## src/rtl/btn_pkg.sv

```systemverilog
// Shared types and sizing helpers for the push-button conditioner.
// Default timing constants assume a 50 MHz system clock.
package btn_pkg;

    typedef enum logic [1:0] {
        IDLE,
        PRESSED,
        LONG
    } btn_state_t;

    localparam int DEF_DEBOUNCE_CYCLES = 1_000_000;   // 20 ms
    localparam int DEF_LONG_CYCLES     = 50_000_000;  // 1 s
    localparam int DEF_REPEAT_CYCLES   = 12_500_000;  // 250 ms

    // Bits needed to hold values 0..max_count (never less than one bit).
    function automatic int cnt_width(input int max_count);
        return (max_count < 1) ? 1 : $clog2(max_count + 1);
    endfunction

endpackage

```

## src/rtl/btn_channel.sv

```systemverilog
// One key lane: 2-FF synchroniser, debounce filter and press/long/release FSM.
// Optional BTN_AUTOREPEAT_EN adds periodic press pulses while held in LONG.
module btn_channel
    import btn_pkg::*;
#(
    parameter int DEBOUNCE_CYCLES = DEF_DEBOUNCE_CYCLES,
    parameter int LONG_CYCLES     = DEF_LONG_CYCLES,
    parameter int REPEAT_CYCLES   = DEF_REPEAT_CYCLES
) (
    input  logic clk,
    input  logic rst,
    input  logic p_raw,          // already polarity-normalised, 1 = pressed
    output logic level,
    output logic press_pulse,
    output logic release_pulse,
    output logic long_pulse,
    output logic held_long
);

    localparam int DW = cnt_width(DEBOUNCE_CYCLES);
    localparam int HW = cnt_width(LONG_CYCLES);
    localparam logic [DW-1:0] DEB_LAST  = DW'(DEBOUNCE_CYCLES - 1);
    localparam logic [HW-1:0] LONG_LAST = HW'(LONG_CYCLES - 1);

    logic          sync1, sync2;
    logic [DW-1:0] dcnt;
    logic [HW-1:0] hcnt;
    btn_state_t    state;
    logic          accept_press, accept_release;

    // NOTE: non-blocking assignments make sync2 take the previous sync1, giving two real stages.
    always_ff @(posedge clk) begin
        if (rst) begin
            sync1 <= 1'b0;
            sync2 <= 1'b0;
        end else begin
            sync1 <= p_raw;
            sync2 <= sync1;
        end
    end

    // A change is accepted on the edge where it has been seen for DEBOUNCE_CYCLES cycles.
    assign accept_press   = (sync2 != level) && (dcnt == DEB_LAST) &&  sync2;
    assign accept_release = (sync2 != level) && (dcnt == DEB_LAST) && !sync2;

    always_ff @(posedge clk) begin
        if (rst) begin
            level <= 1'b0;
            dcnt  <= '0;
        end else if (sync2 == level) begin
            dcnt <= '0;
        end else if (dcnt == DEB_LAST) begin
            level <= sync2;
            dcnt  <= '0;
        end else begin
            dcnt <= dcnt + 1'b1;
        end
    end

`ifdef BTN_AUTOREPEAT_EN
    localparam int RW = cnt_width(REPEAT_CYCLES);
    localparam logic [RW-1:0] REP_LAST = RW'(REPEAT_CYCLES - 1);
    logic [RW-1:0] rcnt;
`endif

    always_ff @(posedge clk) begin
        if (rst) begin
            state         <= IDLE;
            hcnt          <= '0;
            press_pulse   <= 1'b0;
            release_pulse <= 1'b0;
            long_pulse    <= 1'b0;
`ifdef BTN_AUTOREPEAT_EN
            rcnt          <= '0;
`endif
        end else begin
            // NOTE: pulses default low every cycle so each one lasts exactly one clk.
            press_pulse   <= 1'b0;
            release_pulse <= 1'b0;
            long_pulse    <= 1'b0;
            case (state)
                IDLE: begin
                    if (accept_press) begin
                        state       <= PRESSED;
                        hcnt        <= '0;
                        press_pulse <= 1'b1;
                    end
                end
                PRESSED: begin
                    // Release takes priority over reaching the long-press threshold.
                    if (accept_release) begin
                        state         <= IDLE;
                        release_pulse <= 1'b1;
                    end else if (hcnt == LONG_LAST) begin
                        state      <= LONG;
                        long_pulse <= 1'b1;
`ifdef BTN_AUTOREPEAT_EN
                        rcnt       <= '0;
`endif
                    end else begin
                        hcnt <= hcnt + 1'b1;
                    end
                end
                LONG: begin
                    // hcnt is left at its threshold here, so a very long hold cannot re-fire.
                    if (accept_release) begin
                        state         <= IDLE;
                        release_pulse <= 1'b1;
`ifdef BTN_AUTOREPEAT_EN
                        rcnt          <= '0;
                    end else if (rcnt == REP_LAST) begin
                        rcnt        <= '0;
                        press_pulse <= 1'b1;
                    end else begin
                        rcnt <= rcnt + 1'b1;
`endif
                    end
                end
                default: state <= IDLE;
            endcase
        end
    end

    assign held_long = (state == LONG);

endmodule

```

## src/rtl/btn_array_debounce.sv

```systemverilog
// N-key push-button conditioner: polarity normalisation and bus packing around btn_channel lanes.
// Define BTN_AUTOREPEAT_EN to enable auto-repeat press pulses during a long hold.
module btn_array_debounce
    import btn_pkg::*;
#(
    parameter int N_BTN           = 4,
    parameter int ACTIVE_LOW      = 1,
    parameter int DEBOUNCE_CYCLES = DEF_DEBOUNCE_CYCLES,
    parameter int LONG_CYCLES     = DEF_LONG_CYCLES,
    parameter int REPEAT_CYCLES   = DEF_REPEAT_CYCLES
) (
    input  logic             clk,
    input  logic             rst,
    input  logic [N_BTN-1:0] btn_in,
    output logic [N_BTN-1:0] btn_level,
    output logic [N_BTN-1:0] btn_press,
    output logic [N_BTN-1:0] btn_release,
    output logic [N_BTN-1:0] btn_long,
    output logic [N_BTN-1:0] btn_held_long
);

    if (DEBOUNCE_CYCLES < 1) begin : g_bad_debounce
        $error("btn_array_debounce: DEBOUNCE_CYCLES must be >= 1");
    end
    if (LONG_CYCLES <= DEBOUNCE_CYCLES) begin : g_bad_long
        $error("btn_array_debounce: LONG_CYCLES must exceed DEBOUNCE_CYCLES");
    end
    if (REPEAT_CYCLES < 1) begin : g_bad_repeat
        $error("btn_array_debounce: REPEAT_CYCLES must be >= 1");
    end

    // Inverting before the synchroniser is harmless and lets every lane reset to 0 = released.
    logic [N_BTN-1:0] p_raw;
    assign p_raw = (ACTIVE_LOW != 0) ? ~btn_in : btn_in;

    for (genvar i = 0; i < N_BTN; i++) begin : g_ch
        btn_channel #(
            .DEBOUNCE_CYCLES (DEBOUNCE_CYCLES),
            .LONG_CYCLES     (LONG_CYCLES),
            .REPEAT_CYCLES   (REPEAT_CYCLES)
        ) u_channel (
            .clk           (clk),
            .rst           (rst),
            .p_raw         (p_raw[i]),
            .level         (btn_level[i]),
            .press_pulse   (btn_press[i]),
            .release_pulse (btn_release[i]),
            .long_pulse    (btn_long[i]),
            .held_long     (btn_held_long[i])
        );
    end

endmodule

```

## config.mk

```make
export PLATFORM = sky130hd
export DESIGN_NAME = btn_array_debounce
export DESIGN_NICKNAME = d
export VERILOG_FILES = /design/src/rtl/btn_pkg.sv /design/src/rtl/btn_channel.sv /design/src/rtl/btn_array_debounce.sv
export SDC_FILE = /design/constraint.sdc
export NUM_CORES = 1
export LEC_CHECK = 0
export CORE_ASPECT_RATIO = 0.8
export CORE_MARGIN = 5
export CORE_UTILIZATION = 63
export DETAILED_ROUTE_END_ITERATION = 16
export PLACE_DENSITY = 0.81
export SYNTH_ARGS = -nofsm -noshare
export SYNTH_HDL_FRONTEND = slang
export SYNTH_HIERARCHICAL = 1
export SYNTH_SLANG_ARGS = --single-unit
export TNS_END_PERCENT = 1
```

## constraint.sdc

```tcl
create_clock -name clk -period 2.43 [get_ports clk]
set_input_delay 0.729 -clock clk [delete_from_list [all_inputs] [get_ports clk]]
set_output_delay 0.729 -clock clk [all_outputs]
set_load 0.01 [all_outputs]
```

==> run summary, run 1 <==
outcome: finished clean
startpoint of the lowest-slack register-to-register path: g_ch[1].u_channel/dcnt[11]$_SDFF_PP0_
share of the synthesized area in the top cell type: 0.3694
VDD IR-drop max: 0.6080 mV
largest net degree at the start of global routing: 21
Peak Freq: 419.6 MHz
number of instances on the worst hold path: 1
Lkg Pwr: 4.683 nW
asr flop ratio synth: 0
Slew @ Worst Pin: 0.7665 ns
clock transition time at the flip-flop clock pins of the worst setup and hold paths: 0.06 ns
initial antenna violation count: 0
routed length per placed instance: 16.68 µm
clock tree from TritonCTS: done
biggest area contributors in the synthesized netlist: dfxtp_1, nor2_1, xnor2_1, o21ai_0, a21oi_1
CTS HTree Levels: 1
total global routing overflow: 0
final sum of negative setup slack: 0 ns
Post-synth EDFFs: 0
HPWL after detailed placement: 21000 µm
Hold Path Class: flip-flop to flip-flop
clk sink count: 216
worst-path maximum fanout: 6
post-CTS repair timing setup buffer count: 0
sort of element at the end of the critical path: flip-flop
register bit total from synthesis: 216
overall routing resource usage: 0.2696
Setup CP Type: flip-flop to flip-flop
# setup viols final: 0
startpoint type of the worst setup path: flip-flop
final antenna diode count: 0
via total after detailed routing: 11320
worst skew pair latency: 0.51 ns
Antenna Violating Nets Remaining: 0
quantity of hold-fixing buffers added after cts: 0
net count reported at finish: 1559
required time at the endpoint of the critical path: 2.87 ns
post-place instance area: 12840 µm²
final-report hold violation count: 0
Post-Route Skew: 0.01187 ns
fraction of layout cells with a size suffix above 1: 0.1331
worst-case register-to-register setup slack: 0.05 ns
Post-Route Hold Slack: 0.4446 ns
global-route wire length before repair: 50200 µm
total standard cell area after synthesis: 11700 µm²
RSZ-0062 raised after global routing: true
Port-buffer cells: 25
max-slew headroom at the worst pin: 0.4862
Clock Path Buffers: 3
CTS Root Buffer Type: clkbuf_16
overall die height: 131.9 µm
number of cells on the worst reg-to-reg path: 6
beginning of the worst hold path: g_ch[3].u_channel/sync1$_SDFF_PP0_
portion of the post-synthesis area used by sequential elements: 0.3694
period utilisation layout: 0.9807
number of global-route vias before repair: 10480
worst hold endpoint: g_ch[3].u_channel/sync2$_SDFF_PP0_
total nets after synthesis: 1455
Final GP Congestion: 0.9585
Post-Layout Inst Area: 13700 µm²
area enclosed by the die boundary: 21420 µm²
Cells after Synth: 1429
min cycle time layout: 2.383 ns
data arrival time of the critical path: 2.82 ns
Synth area leader: dfxtp_1
post-synthesis area per instance: 8.191 µm²
cts bufs inserted: 23
initial core utilization: 0.6423
Die W: 162.4 µm
max-cap check violation count: 0
most used flip-flop cell after synthesis: dfxtp_1
Final Slew Violations: 0
total wire length: 30050 µm
Syn. warnings: 6
area inside the core boundary: 18220 µm²
initial DRC count: 1263
distinct cell type count of the synthesized netlist: 68
number of standard-cell rows in the floorplan: 44
First-pass DRT Iterations: 5
Reg-to-Reg End: g_ch[1].u_channel/hcnt[11]$_SDFFE_PP0P_
Power Density: 526.4 nW/µm²
drc violations: 0
total I/O pin count: 26
Via density: 6.284
layout overhead on the synthesized area: 17.08%
==> per-layer routing <==
layer | track usage | part of all wire | wire length [µm]
met5 | 0 | 0 | 0
met4 | 0.06905 | 0.024 | 721
met3 | 0.04470 | 0.080 | 2390
met2 | 0.4167 | 0.44 | 13110
met1 | 0.3932 | 0.46 | 13820
==> critical path, stage by stage (launching register included) <==
cell and delay (ns):
dfxtp_1 0.34, or4b_4 0.56, nor4_4 0.43, nand4_1 0.23
a21o_1 0.28, a211oi_2 0.27, mux2i_1 0.20
==> worst max-delay path by stage <==
| stage | startpoint | to | slack, ns | cells past startpoint |
|---|---|---|---|---|
| global placement | rst | g_ch[2].u_channel/hcnt[22]$_SDFFE_PP0P_ | -0.03 | 4 |
| CTS | g_ch[1].u_channel/dcnt[0]$_SDFF_PP0_ | g_ch[1].u_channel/hcnt[5]$_SDFFE_PP0P_ | 0.01 | 7 |
| detailed placement | g_ch[2].u_channel/hcnt[0]$_SDFFE_PP0P_ | g_ch[2].u_channel/hcnt[21]$_SDFFE_PP0P_ | -0.06 | 7 |
| finish | g_ch[1].u_channel/dcnt[11]$_SDFF_PP0_ | g_ch[1].u_channel/hcnt[11]$_SDFFE_PP0P_ | 0.05 | 6 |
| floorplan | g_ch[0].u_channel/dcnt[0]$_SDFF_PP0_ | g_ch[0].u_channel/hcnt[11]$_SDFFE_PP0P_ | 0.19 | 9 |
| global route | g_ch[1].u_channel/dcnt[11]$_SDFF_PP0_ | g_ch[1].u_channel/hcnt[11]$_SDFFE_PP0P_ | -0.1 | 6 |
==> final cells by class <==
type                            instances  area (µm²)
Fill cell                            1372        4518
Multi-Input combinational cell       1105        7037
Timing Repair Buffer                  132        1056
Clock buffer                           29       648.1
Sequential cell                       216        4325
Tap cell                              253       316.6
Clock inverter                         11       115.1
Inverter                               55       206.4
==> report_power, final <==
group / internal [W] / total, W / switching [W]
clock: 0.00209 / 0.00352 / 0.00142
sequential: 0.00355 / 0.00357 / 0.0000112
combinational: 0.0000473 / 0.000131 / 0.0000837
==> stage by stage <==
stage | setup slack (ns) | power, W | instances | util
floorplan | 0.1901 | 0.003714 | 1429 | -
global placement | -0.03319 | 0.003766 | 1761 | 0.7048
detailed placement | -0.06236 | 0.003769 | 1761 | 0.7048
CTS | 0.01157 | 0.007276 | 1801 | 0.7473
global route | -0.09713 | 0.007477 | 1801 | 0.7521
finish | 0.04698 | 0.007214 | 1801 | 0.7521
==> sequential cells by signal, summed over array words and instances (netlist names) <==
name                          flops
g_ch.u_channel/sync1              4
g_ch.u_channel/hcnt             104
g_ch.u_channel/dcnt              80
g_ch.u_channel/state              8
g_ch.u_channel/release_pulse      4
g_ch.u_channel/long_pulse         4
g_ch.u_channel/sync2              4
g_ch.u_channel/level              4
g_ch.u_channel/press_pulse        4
==> synth_stat cells (20+ instances only) <==
library cell,n
a31oi_1,24
and3_1,36
nor2_1,148
nand4_1,64
ha_1,20
xor2_1,37
inv_1,55
o31ai_1,30
and4_1,24
dfxtp_1,216
clkbuf_1,25
nor3_1,35
nand3_1,75
nor4_1,34
a21oi_1,82
nand2_1,109
xnor2_1,51
nor2b_1,26
buf_2,24
o21ai_0,85
==> cell usage in the layout (no fill, tap or decap), types with 10 or more instances in the layout <==
cell / Yosys / routed
nand3_1: 75 / 75
a211oi_1: 18 / 16
nor4b_1: 14 / 14
and4_1: 24 / 24
a21oi_1: 82 / 81
ha_1: 20 / 20
nand2_1: 109 / 109
a41oi_1: 11 / 11
a31oi_1: 24 / 24
and3_1: 36 / 36
inv_1: 55 / 55
nor2b_1: 26 / 26
or3_1: 12 / 12
and2_1: 16 / 16
nand4_1: 64 / 64
nand3b_1: 10 / 10
dfxtp_1: 216 / 215
clkbuf_16: 0 / 23
nor4_1: 34 / 34
o21a_1: 10 / 10
clkdlybuf4s50_1: 0 / 20
xnor2_1: 51 / 51
o21ai_0: 85 / 85
nor3_1: 35 / 31
o31ai_1: 30 / 30
xor2_1: 37 / 37
nand2b_1: 12 / 12
nor2_1: 148 / 148
buf_4: 0 / 106
==> what timing repair did <==
item | CTS | global route
pin swaps | 0 | 3
setup endpoints to repair | 22 | 72
resized for setup | 7 | 16
endpoints found under the hold margin | 0 | 0
==> cells by family after synthesis <==
group / after synthesis / synth area share
simple gates: 671 / 0.3218
fa+ha+maj: 20 / 0.02138
xor+xnor: 88 / 0.06585
compound gates: 317 / 0.1757
mux: 9 / 0.007697
buf+inv: 108 / 0.03816
flops: 216 / 0.3694
Power figures use the tool's default switching activity.
==> run 2: changes to the inputs <==
--- a/config.mk
+++ b/config.mk
@@ -5,8 +5,9 @@
 export SDC_FILE = /design/constraint.sdc
 export NUM_CORES = 1
 export LEC_CHECK = 0
+export ABC_AREA = 0
 export CORE_ASPECT_RATIO = 0.8
-export CORE_MARGIN = 5
+export CORE_MARGIN = 4
 export CORE_UTILIZATION = 63
 export DETAILED_ROUTE_END_ITERATION = 16
 export PLACE_DENSITY = 0.81
==> run 2 against run 1 <==
  * Core utilization shrank 0.33 points
  * Combinational power is 5% lower
  * Design area decreased by 0.74%
  * Critical path depth unchanged
  * Clock power up 1%
  * Sequential power is essentially flat
  * Clock skew is 0.0062 ns lower
  * Non-clock buffer count fell by 17
  * Clock-buffer cell count increased by 3
  * Sequential share of layout area is 0.24 points higher
  * Largest cell class unchanged
==> run summary, run 2 (synthesis results as in run 1) <==
outcome: finished clean (unchanged)
post-place instance area: 12660 µm² (was 12840 µm²)
Post-Route Skew: 0.005719 ns (was 0.01187 ns)
PnR Total Power: 0.007263 W (was 0.007214 W)
total I/O pin count: 26 (unchanged)
commonest cells after routing, fill and taps aside: dfxtp_1, nor2_1, nand2_1, buf_4, o21ai_0 (unchanged)
number of instances on the worst hold path: 1 (unchanged)
worst-case register-to-register setup slack: 0.03 ns (was 0.05 ns)
overall die height: 129.9 µm (was 131.9 µm)
Final Slew Violations: 0 (unchanged)
leading registers by flop count: g_ch.u_channel/hcnt (104), g_ch.u_channel/dcnt (80), g_ch.u_channel/state (8) (unchanged)
total wire length: 30120 µm (was 30050 µm)
VDD IR-drop max: 0.5834 mV (was 0.6080 mV)
RSZ-0062 raised after global routing: true (unchanged)
clock tree from TritonCTS: done (unchanged)
Clock Path Buffers: 3 (unchanged)
Final GP Congestion: 0.9399 (was 0.9585)
global-route wire length before repair: 49800 µm (was 50200 µm)
cells along the critical path: or4b_1 > nor4_4 > nand4_1 > a21o_1 > a211oi_2 > mux2i_1 (was or4b_4 > nor4_4 > nand4_1 > a21o_1 > a211oi_2 > mux2i_1)
min cycle time layout: 2.400 ns (was 2.383 ns)
Reg-to-Reg End: g_ch[0].u_channel/hcnt[11]$_SDFFE_PP0P_ (was g_ch[1].u_channel/hcnt[11]$_SDFFE_PP0P_)
beginning of the worst hold path: g_ch[0].u_channel/sync1$_SDFF_PP0_ (was g_ch[3].u_channel/sync1$_SDFF_PP0_)
max-slew headroom at the worst pin: 0.5258 (was 0.4862)
most frequent standard cell in the layout excluding fill and tap cells: dfxtp_1 (unchanged)
Power Density: 533.9 nW/µm² (was 526.4 nW/µm²)
sort of element at the end of the critical path: flip-flop (unchanged)
fillcell total: 1350 (was 1372)
total global routing overflow: 0 (unchanged)
Hold Path Class: flip-flop to flip-flop (unchanged)
largest net degree at the start of global routing: 24 (was 21)
Via density: 6.430 (was 6.284)
clk sink count: 216 (unchanged)
# setup viols final: 0 (unchanged)
cts bufs inserted: 22 (was 23)
data arrival time of the critical path: 2.84 ns (was 2.82 ns)
Die W: 160.4 µm (was 162.4 µm)
layout overhead on the synthesized area: 16.22% (was 17.08%)
Post-Layout Inst Area: 13600 µm² (was 13700 µm²)
worst hold endpoint: g_ch[0].u_channel/sync2$_SDFF_PP0_ (was g_ch[3].u_channel/sync2$_SDFF_PP0_)
worst skew pair latency: 0.51 ns (about the same)
Worst path max stage delay: 0.59 ns (was 0.56 ns)
Antenna Violating Nets Remaining: 0 (unchanged)
startpoint of the lowest-slack register-to-register path: g_ch[0].u_channel/dcnt[15]$_SDFF_PP0_ (was g_ch[1].u_channel/dcnt[11]$_SDFF_PP0_)
number of global-route vias before repair: 10210 (was 10480)
Lkg Pwr: 4.592 nW (was 4.683 nW)
First-pass DRT Iterations: 8 (was 5)
startpoint type of the worst setup path: flip-flop (unchanged)
worst-path maximum fanout: 6 (unchanged)
net count reported at finish: 1541 (was 1559)
max-cap check violation count: 0 (unchanged)
Peak Freq: 416.7 MHz (was 419.6 MHz)
final-report hold violation count: 0 (unchanged)
number of standard-cell rows in the floorplan: 44 (unchanged)
area inside the core boundary: 18170 µm² (was 18220 µm²)
via total after detailed routing: 11320 (about the same)
initial DRC count: 1157 (was 1263)
Setup CP Type: flip-flop to flip-flop (unchanged)
initial core utilization: 0.6443 (was 0.6423)
CTS Root Buffer Type: clkbuf_16 (unchanged)
flip-flop count of the largest register after layout: 104 (unchanged)
HPWL after detailed placement: 21090 µm (was 21000 µm)
register with the highest flop count: g_ch.u_channel/hcnt (unchanged)
initial antenna violation count: 0 (unchanged)
routed length per placed instance: 17.11 µm (was 16.68 µm)
required time at the endpoint of the critical path: 2.87 ns (about the same)
area enclosed by the die boundary: 20840 µm² (was 21420 µm²)
overall routing resource usage: 0.2772 (was 0.2696)
drc violations: 0 (unchanged)
Slew @ Worst Pin: 0.7065 ns (was 0.7665 ns)
period utilisation layout: 0.9876 (was 0.9807)
slowest CP cell: or4b_1 (was or4b_4)
quantity of hold-fixing buffers added after cts: 0 (unchanged)
number of cells on the worst reg-to-reg path: 6 (unchanged)
footprint of the multi-input gates: 7081 µm² (was 7037 µm²)
final antenna diode count: 0 (unchanged)
fraction of layout cells with a size suffix above 1: 0.1261 (was 0.1331)
clock transition time at the flip-flop clock pins of the worst setup and hold paths: 0.06 ns (about the same)
Register Area: 4327 µm² (was 4325 µm²)
CTS HTree Levels: 1 (unchanged)
Port-buffer cells: 25 (unchanged)
[run 2: cell types whose count changed in the layout (fill, tap and decap cells not counted), moves of 3 or more]
| cell | previous run | this run |
|---|---|---|
| nor4bb_2 | 1 | 6 |
| nor4bb_1 | 5 | 0 |
| clkbuf_1 | 1 | 5 |
| buf_4 | 106 | 87 |
| clkinv_2 | 5 | 2 |
[run 2: what timing repair did]
action	4_1_cts	5_1_grt
gates cloned	0	1
pin swaps	0	5
setup endpoints to repair	13	68
resized for setup	6	28
endpoints found under the hold margin	0	0
buffers inserted	0	2
[run 2: cell type report]
cell class,count,area share
Tap cell,230,0.02116
Multi-Input combinational cell,1105,0.5205
Sequential cell,216,0.3181
Clock buffer,32,0.04774
Inverter,55,0.01518
Clock inverter,7,0.008462
Timing Repair Buffer,115,0.06889
[run 2: metrics by stage]
stage	setup TNS [ns]	std cells	utilization	worst slack (ns)	hold slack, ns
floorplan	0	1429	-	0.1901	0.4138
global placement	0	1718	0.6970	0.01466	0.4165
detailed placement	-0.1461	1718	0.6970	-0.06766	0.4336
CTS	-0.007197	1757	0.7399	-0.007197	0.4472
global route	-0.5794	1760	0.7488	-0.09404	0.4569
finish	0	1760	0.7488	0.03020	0.4435
[run 2: worst max-delay path by stage]
stage / startpoint / to / slack [ns] / cells past startpoint
CTS: g_ch[1].u_channel/state[0]$_SDFFE_PP0P_ / btn_held_long[1] / -0.007 / 3
finish: g_ch[0].u_channel/dcnt[15]$_SDFF_PP0_ / g_ch[0].u_channel/hcnt[11]$_SDFFE_PP0P_ / 0.03 / 6
detailed placement: rst / g_ch[1].u_channel/hcnt[22]$_SDFFE_PP0P_ / -0.07 / 4
global placement: rst / g_ch[2].u_channel/hcnt[22]$_SDFFE_PP0P_ / 0.01 / 4
global route: g_ch[0].u_channel/dcnt[12]$_SDFF_PP0_ / g_ch[0].u_channel/hcnt[11]$_SDFFE_PP0P_ / -0.09 / 6
floorplan: g_ch[0].u_channel/dcnt[0]$_SDFF_PP0_ / g_ch[0].u_channel/hcnt[11]$_SDFFE_PP0P_ / 0.19 / 9
[run 2: worst max-delay path: cells and delay by family, from the launching register on]
| family | cells | cell delay [ns] |
|---|---|---|
| mux | 1 | 0.19 |
| compound gates | 2 | 0.55 |
| simple gates | 3 | 1.23 |
| flops | 1 | 0.36 |
[run 2: per-layer routing]
| metal | track usage | routed length, µm | up-vias |
|---|---|---|---|
| li1 | - | - | 5459 |
| met1 | 0.4100 | 13590 | 5236 |
| met2 | 0.4256 | 13250 | 551 |
| met3 | 0.04357 | 2598 | 71 |
| met4 | 0.07233 | 679 | 0 |
| met5 | 0 | 0 | - |
[run 2: where the power goes]
group	switching, W	internal (W)
logic	0.0000810	0.0000437
clock network	0.00140	0.00217
registers	0.0000112	0.00355
==> run 3: changes to the inputs <==
--- a/config.mk
+++ b/config.mk
@@ -5,11 +5,12 @@
 export SDC_FILE = /design/constraint.sdc
 export NUM_CORES = 1
 export LEC_CHECK = 0
-export ABC_AREA = 0
+export ABC_AREA = 1
 export CORE_ASPECT_RATIO = 0.8
 export CORE_MARGIN = 4
 export CORE_UTILIZATION = 63
 export DETAILED_ROUTE_END_ITERATION = 16
+export GPL_ROUTABILITY_DRIVEN = 0
 export PLACE_DENSITY = 0.81
 export SYNTH_ARGS = -nofsm -noshare
 export SYNTH_HDL_FRONTEND = slang
==> run 3 against run 2 <==
  * Clock-buffer cell count is 1 lower
  * First-iteration DRC count down 20%
  * Fmax increased by 1.8%
  * Hold slack got worse by 0.036 ns
  * Setup slack better by 0.042 ns
  * Synthesized area up 7.2%
  * Via count increased by 7.7%
  * Register-to-register slack improved by 0.16 ns
  * Routed wire length decreased by 7.3%
  * Largest power group is now registers
  * Sequential power rose by 5%
  * Synthesized cell count up 37%
  * Core utilization is 3.3 points lower
==> run summary, run 3 <==
layout overhead on the synthesized area: 9.913% (was 16.22%)
HPWL after detailed placement: 19460 µm (was 21090 µm)
number of standard-cell rows in the floorplan: 45 (was 44)
Synth area leader: dfxtp_1 (unchanged)
most frequent cell after synthesis: nand2_1 (was dfxtp_1)
fillcell total: 1639 (was 1350)
post-CTS repair timing setup buffer count: 0 (unchanged)
required time at the endpoint of the critical path: 1.70 ns (was 2.87 ns)
period utilisation layout: 0.9703 (was 0.9876)
# setup viols final: 0 (unchanged)
outcome: finished clean (unchanged)
RSZ-0062 raised after global routing: false (was true)
switching component of the power: 0.002003 W (was 0.001495 W)
cts bufs inserted: 23 (was 22)
number of global-route vias before repair: 10860 (was 10210)
startpoint type of the worst setup path: flip-flop (unchanged)
overall routing resource usage: 0.2463 (was 0.2772)
slowest CP cell: clkdlybuf4s50_1 (was or4b_1)
largest delay contributor family on the critical path: buffers and inverters (was simple AND/OR/NAND/NOR gates)
Worst path max stage delay: 0.54 ns (was 0.59 ns)
Slew @ Worst Pin: 0.8169 ns (was 0.7065 ns)
leading registers by flop count: g_ch.u_channel/hcnt (104), g_ch.u_channel/dcnt (80), g_ch.u_channel/state (8) (unchanged)
Peak Freq: 424.1 MHz (was 416.7 MHz)
number of instances on the worst hold path: 2 (was 1)
Syn. warnings: 6 (unchanged)
leading post-synthesis cells by instance count: nand2_1, nor2_1, dfxtp_1 (was dfxtp_1, nor2_1, nand2_1)
net count reported at finish: 2008 (was 1541)
largest net degree at the start of global routing: 30 (was 24)
total global routing overflow: 0 (unchanged)
Lkg Pwr: 5.011 nW (was 4.592 nW)
total standard cell area after synthesis: 12550 µm² (was 11700 µm²)
Die W: 165.8 µm (was 160.4 µm)
most frequent standard cell in the layout excluding fill and tap cells: nand2_1 (was dfxtp_1)
via total after detailed routing: 12190 (was 11320)
total I/O pin count: 26 (unchanged)
most used flip-flop cell after synthesis: dfxtp_1 (unchanged)
commonest cells after routing, fill and taps aside: nand2_1, nor2_1, dfxtp_1, nand3_1, inv_1 (was dfxtp_1, nor2_1, nand2_1, buf_4, o21ai_0)
share of the synthesized area in the top cell type: 0.3447 (was 0.3694)
Setup CP Type: flip-flop to output port (was flip-flop to flip-flop)
switch share: 0.2497 (was 0.2059)
number of gates given a new drive strength after cts: 0 (was 6)
Port-buffer cells: 25 (unchanged)
initial DRC count: 927 (was 1157)
final antenna diode count: 0 (unchanged)
Final Slew Violations: 0 (unchanged)
quantity of hold-fixing buffers added after cts: 0 (unchanged)
drc violations: 0 (unchanged)
Post-Route Skew: 0.01443 ns (was 0.005719 ns)
First-pass DRT Iterations: 5 (was 8)
CTS Root Buffer Type: clkbuf_16 (unchanged)
worst skew pair latency: 0.51 ns (about the same)
final-report hold violation count: 0 (unchanged)
post-synthesis area per instance: 6.404 µm² (was 8.191 µm²)
global-route wire length before repair: 48860 µm (was 49800 µm)
distinct cell type count of the synthesized netlist: 40 (was 68)
overall die height: 134.2 µm (was 129.9 µm)
Post-synth EDFFs: 0 (unchanged)
CP Depth: 3 (was 6)
flip-flop count of the largest register after layout: 104 (unchanged)
asr flop ratio synth: 0 (unchanged)
internal power: 0.006018 W (was 0.005768 W)
fraction of layout cells with a size suffix above 1: 0.08863 (was 0.1261)
VDD IR-drop max: 0.5587 mV (was 0.5834 mV)
Cells after Synth: 1959 (was 1429)
total wire length: 27910 µm (was 30120 µm)
clk sink count: 216 (unchanged)
sequential group share of total power: 0.466 (was 0.491)
max-cap check violation count: 0 (unchanged)
cells along the critical path: inv_1 > ha_1 > clkdlybuf4s50_1 (was or4b_1 > nor4_4 > nand4_1 > a21o_1 > a211oi_2 > mux2i_1)
clock tree from TritonCTS: done (unchanged)
register bit total from synthesis: 216 (unchanged)
area enclosed by the die boundary: 22250 µm² (was 20840 µm²)
routed length per placed instance: 12.38 µm (was 17.11 µm)
register with the highest flop count: g_ch.u_channel/hcnt (unchanged)
CTS HTree Levels: 1 (unchanged)
total nets after synthesis: 1985 (was 1455)
number of cells on the worst reg-to-reg path: 6 (unchanged)
max-slew headroom at the worst pin: 0.4530 (was 0.5258)
biggest area contributors in the synthesized netlist: dfxtp_1, nand2_1, nor2_1, nand3_1, inv_1 (was dfxtp_1, nor2_1, xnor2_1, o21ai_0, a21oi_1)
area inside the core boundary: 19260 µm² (was 18170 µm²)
PnR Total Power: 0.008021 W (was 0.007263 W)
min cycle time layout: 2.358 ns (was 2.400 ns)
Power Density: 581.7 nW/µm² (was 533.9 nW/µm²)
final sum of negative setup slack: 0 ns (unchanged)
portion of the post-synthesis area used by sequential elements: 0.3447 (was 0.3694)
worst-path maximum fanout: 3 (was 6)
Hold Path Class: flip-flop to flip-flop (unchanged)
initial antenna violation count: 0 (unchanged)
share of total power in the clock network: 0.448 (was 0.492)
Via density: 5.406 (was 6.430)
clock transition time at the flip-flop clock pins of the worst setup and hold paths: 0.06 ns (about the same)
share of power burned in combinational logic: 0.086 (was 0.017)
Clock Path Buffers: 3 (unchanged)
data arrival time of the critical path: 1.63 ns (was 2.84 ns)
Antenna Violating Nets Remaining: 0 (unchanged)
combined buffer and inverter count along the critical path: 2 (was 0)
sort of element at the end of the critical path: output port (was flip-flop)
initial core utilization: 0.6515 (was 0.6443)
## run 3: cell types whose count changed after synthesis, moves of 26 or more
cell and delta:
xnor2_1 -30, and3_1 -36, nor2_1 +252, o31ai_1 -27, nor3b_1 +28, inv_2 +31
nor4_1 -30, nand2_1 +361, o21ai_0 -65, inv_1 +116, nor2b_1 -26, nand4_1 -28
nand3_1 +112
## run 3: layout make-up
cell class / count / area [µm²] / area share
clock inverter: 9 / 130.1 / 0.009437
multi-input combinational: 1479 / 7113 / 0.5158
clock buffer: 31 / 635.6 / 0.04609
inverter: 208 / 780.7 / 0.05662
timing repair buffer: 54 / 483.0 / 0.03502
sequential: 216 / 4324 / 0.3136
tap: 258 / 322.8 / 0.02341
## run 3: tightest hold or removal path, cell delays in order (launching register included)
cell and delay (ns):
dfxtp_1 0.30, inv_1 0.04, nor2_1 0.03
## run 3: logic make-up (layout without fill, tap and decap cells)
logic type,after synthesis,count (layout),synth area share
AND/OR/NAND/NOR,1244,1244,0.4336
buffers and inverters,264,302,0.08836
AO/OA/AOI/OAI,156,156,0.07220
adder cells (fa/ha/maj),20,20,0.01995
flip-flops,216,216,0.3447
XOR/XNOR,59,59,0.04119
## run 3: stage by stage
stage | std cells | util | setup WS (ns) | hold WS [ns] | cell area, µm²
CTS | 2255 | 0.7157 | 0.03202 | 0.4125 | 13780
global route | 2255 | 0.7161 | 0.02135 | 0.4330 | 13790
global placement | 2215 | 0.6760 | 0.3040 | 0.3896 | 13020
detailed placement | 2215 | 0.6760 | 0.2778 | 0.4041 | 13020
floorplan | 1959 | - | 0.5930 | 0.3883 | 12550
finish | 2255 | 0.7161 | 0.07226 | 0.4072 | 13790
## run 3: metal layers
metal / global-route usage / share of wire / wire (µm)
met4: 0.04672 / 0.015 / 407
met5: 0 / 0 / 0
met1: 0.3515 / 0.49 / 13660
met3: 0.03683 / 0.062 / 1738
met2: 0.4016 / 0.43 / 12100
## run 3: worst paths after layout
kind | from | to | slack, ns
setup / recovery | g_ch[0].u_channel/state[0]$_SDFFE_PP0P_ | btn_held_long[0] | 0.07
hold / removal | g_ch[0].u_channel/sync1$_SDFF_PP0_ | g_ch[0].u_channel/sync2$_SDFF_PP0_ | 0.41
setup reg to reg | g_ch[1].u_channel/state[1]$_SDFFE_PP0P_ | g_ch[1].u_channel/hcnt[7]$_SDFFE_PP0P_ | 0.19
hold reg to reg | g_ch[0].u_channel/sync1$_SDFF_PP0_ | g_ch[0].u_channel/sync2$_SDFF_PP0_ | 0.41
## run 3: power by group through the flow
| stage | Sequential (W) | Combinational [W] | Clock, W |
|---|---|---|---|
| floorplan | 0.00379 | 0.000569 | 0 |
| global placement | 0.00381 | 0.000663 | 0 |
| detailed placement | 0.00381 | 0.000683 | 0 |
| CTS | 0.00374 | 0.000688 | 0.00367 |
| global route | 0.00375 | 0.000789 | 0.00380 |
| finish | 0.00374 | 0.000689 | 0.00359 |
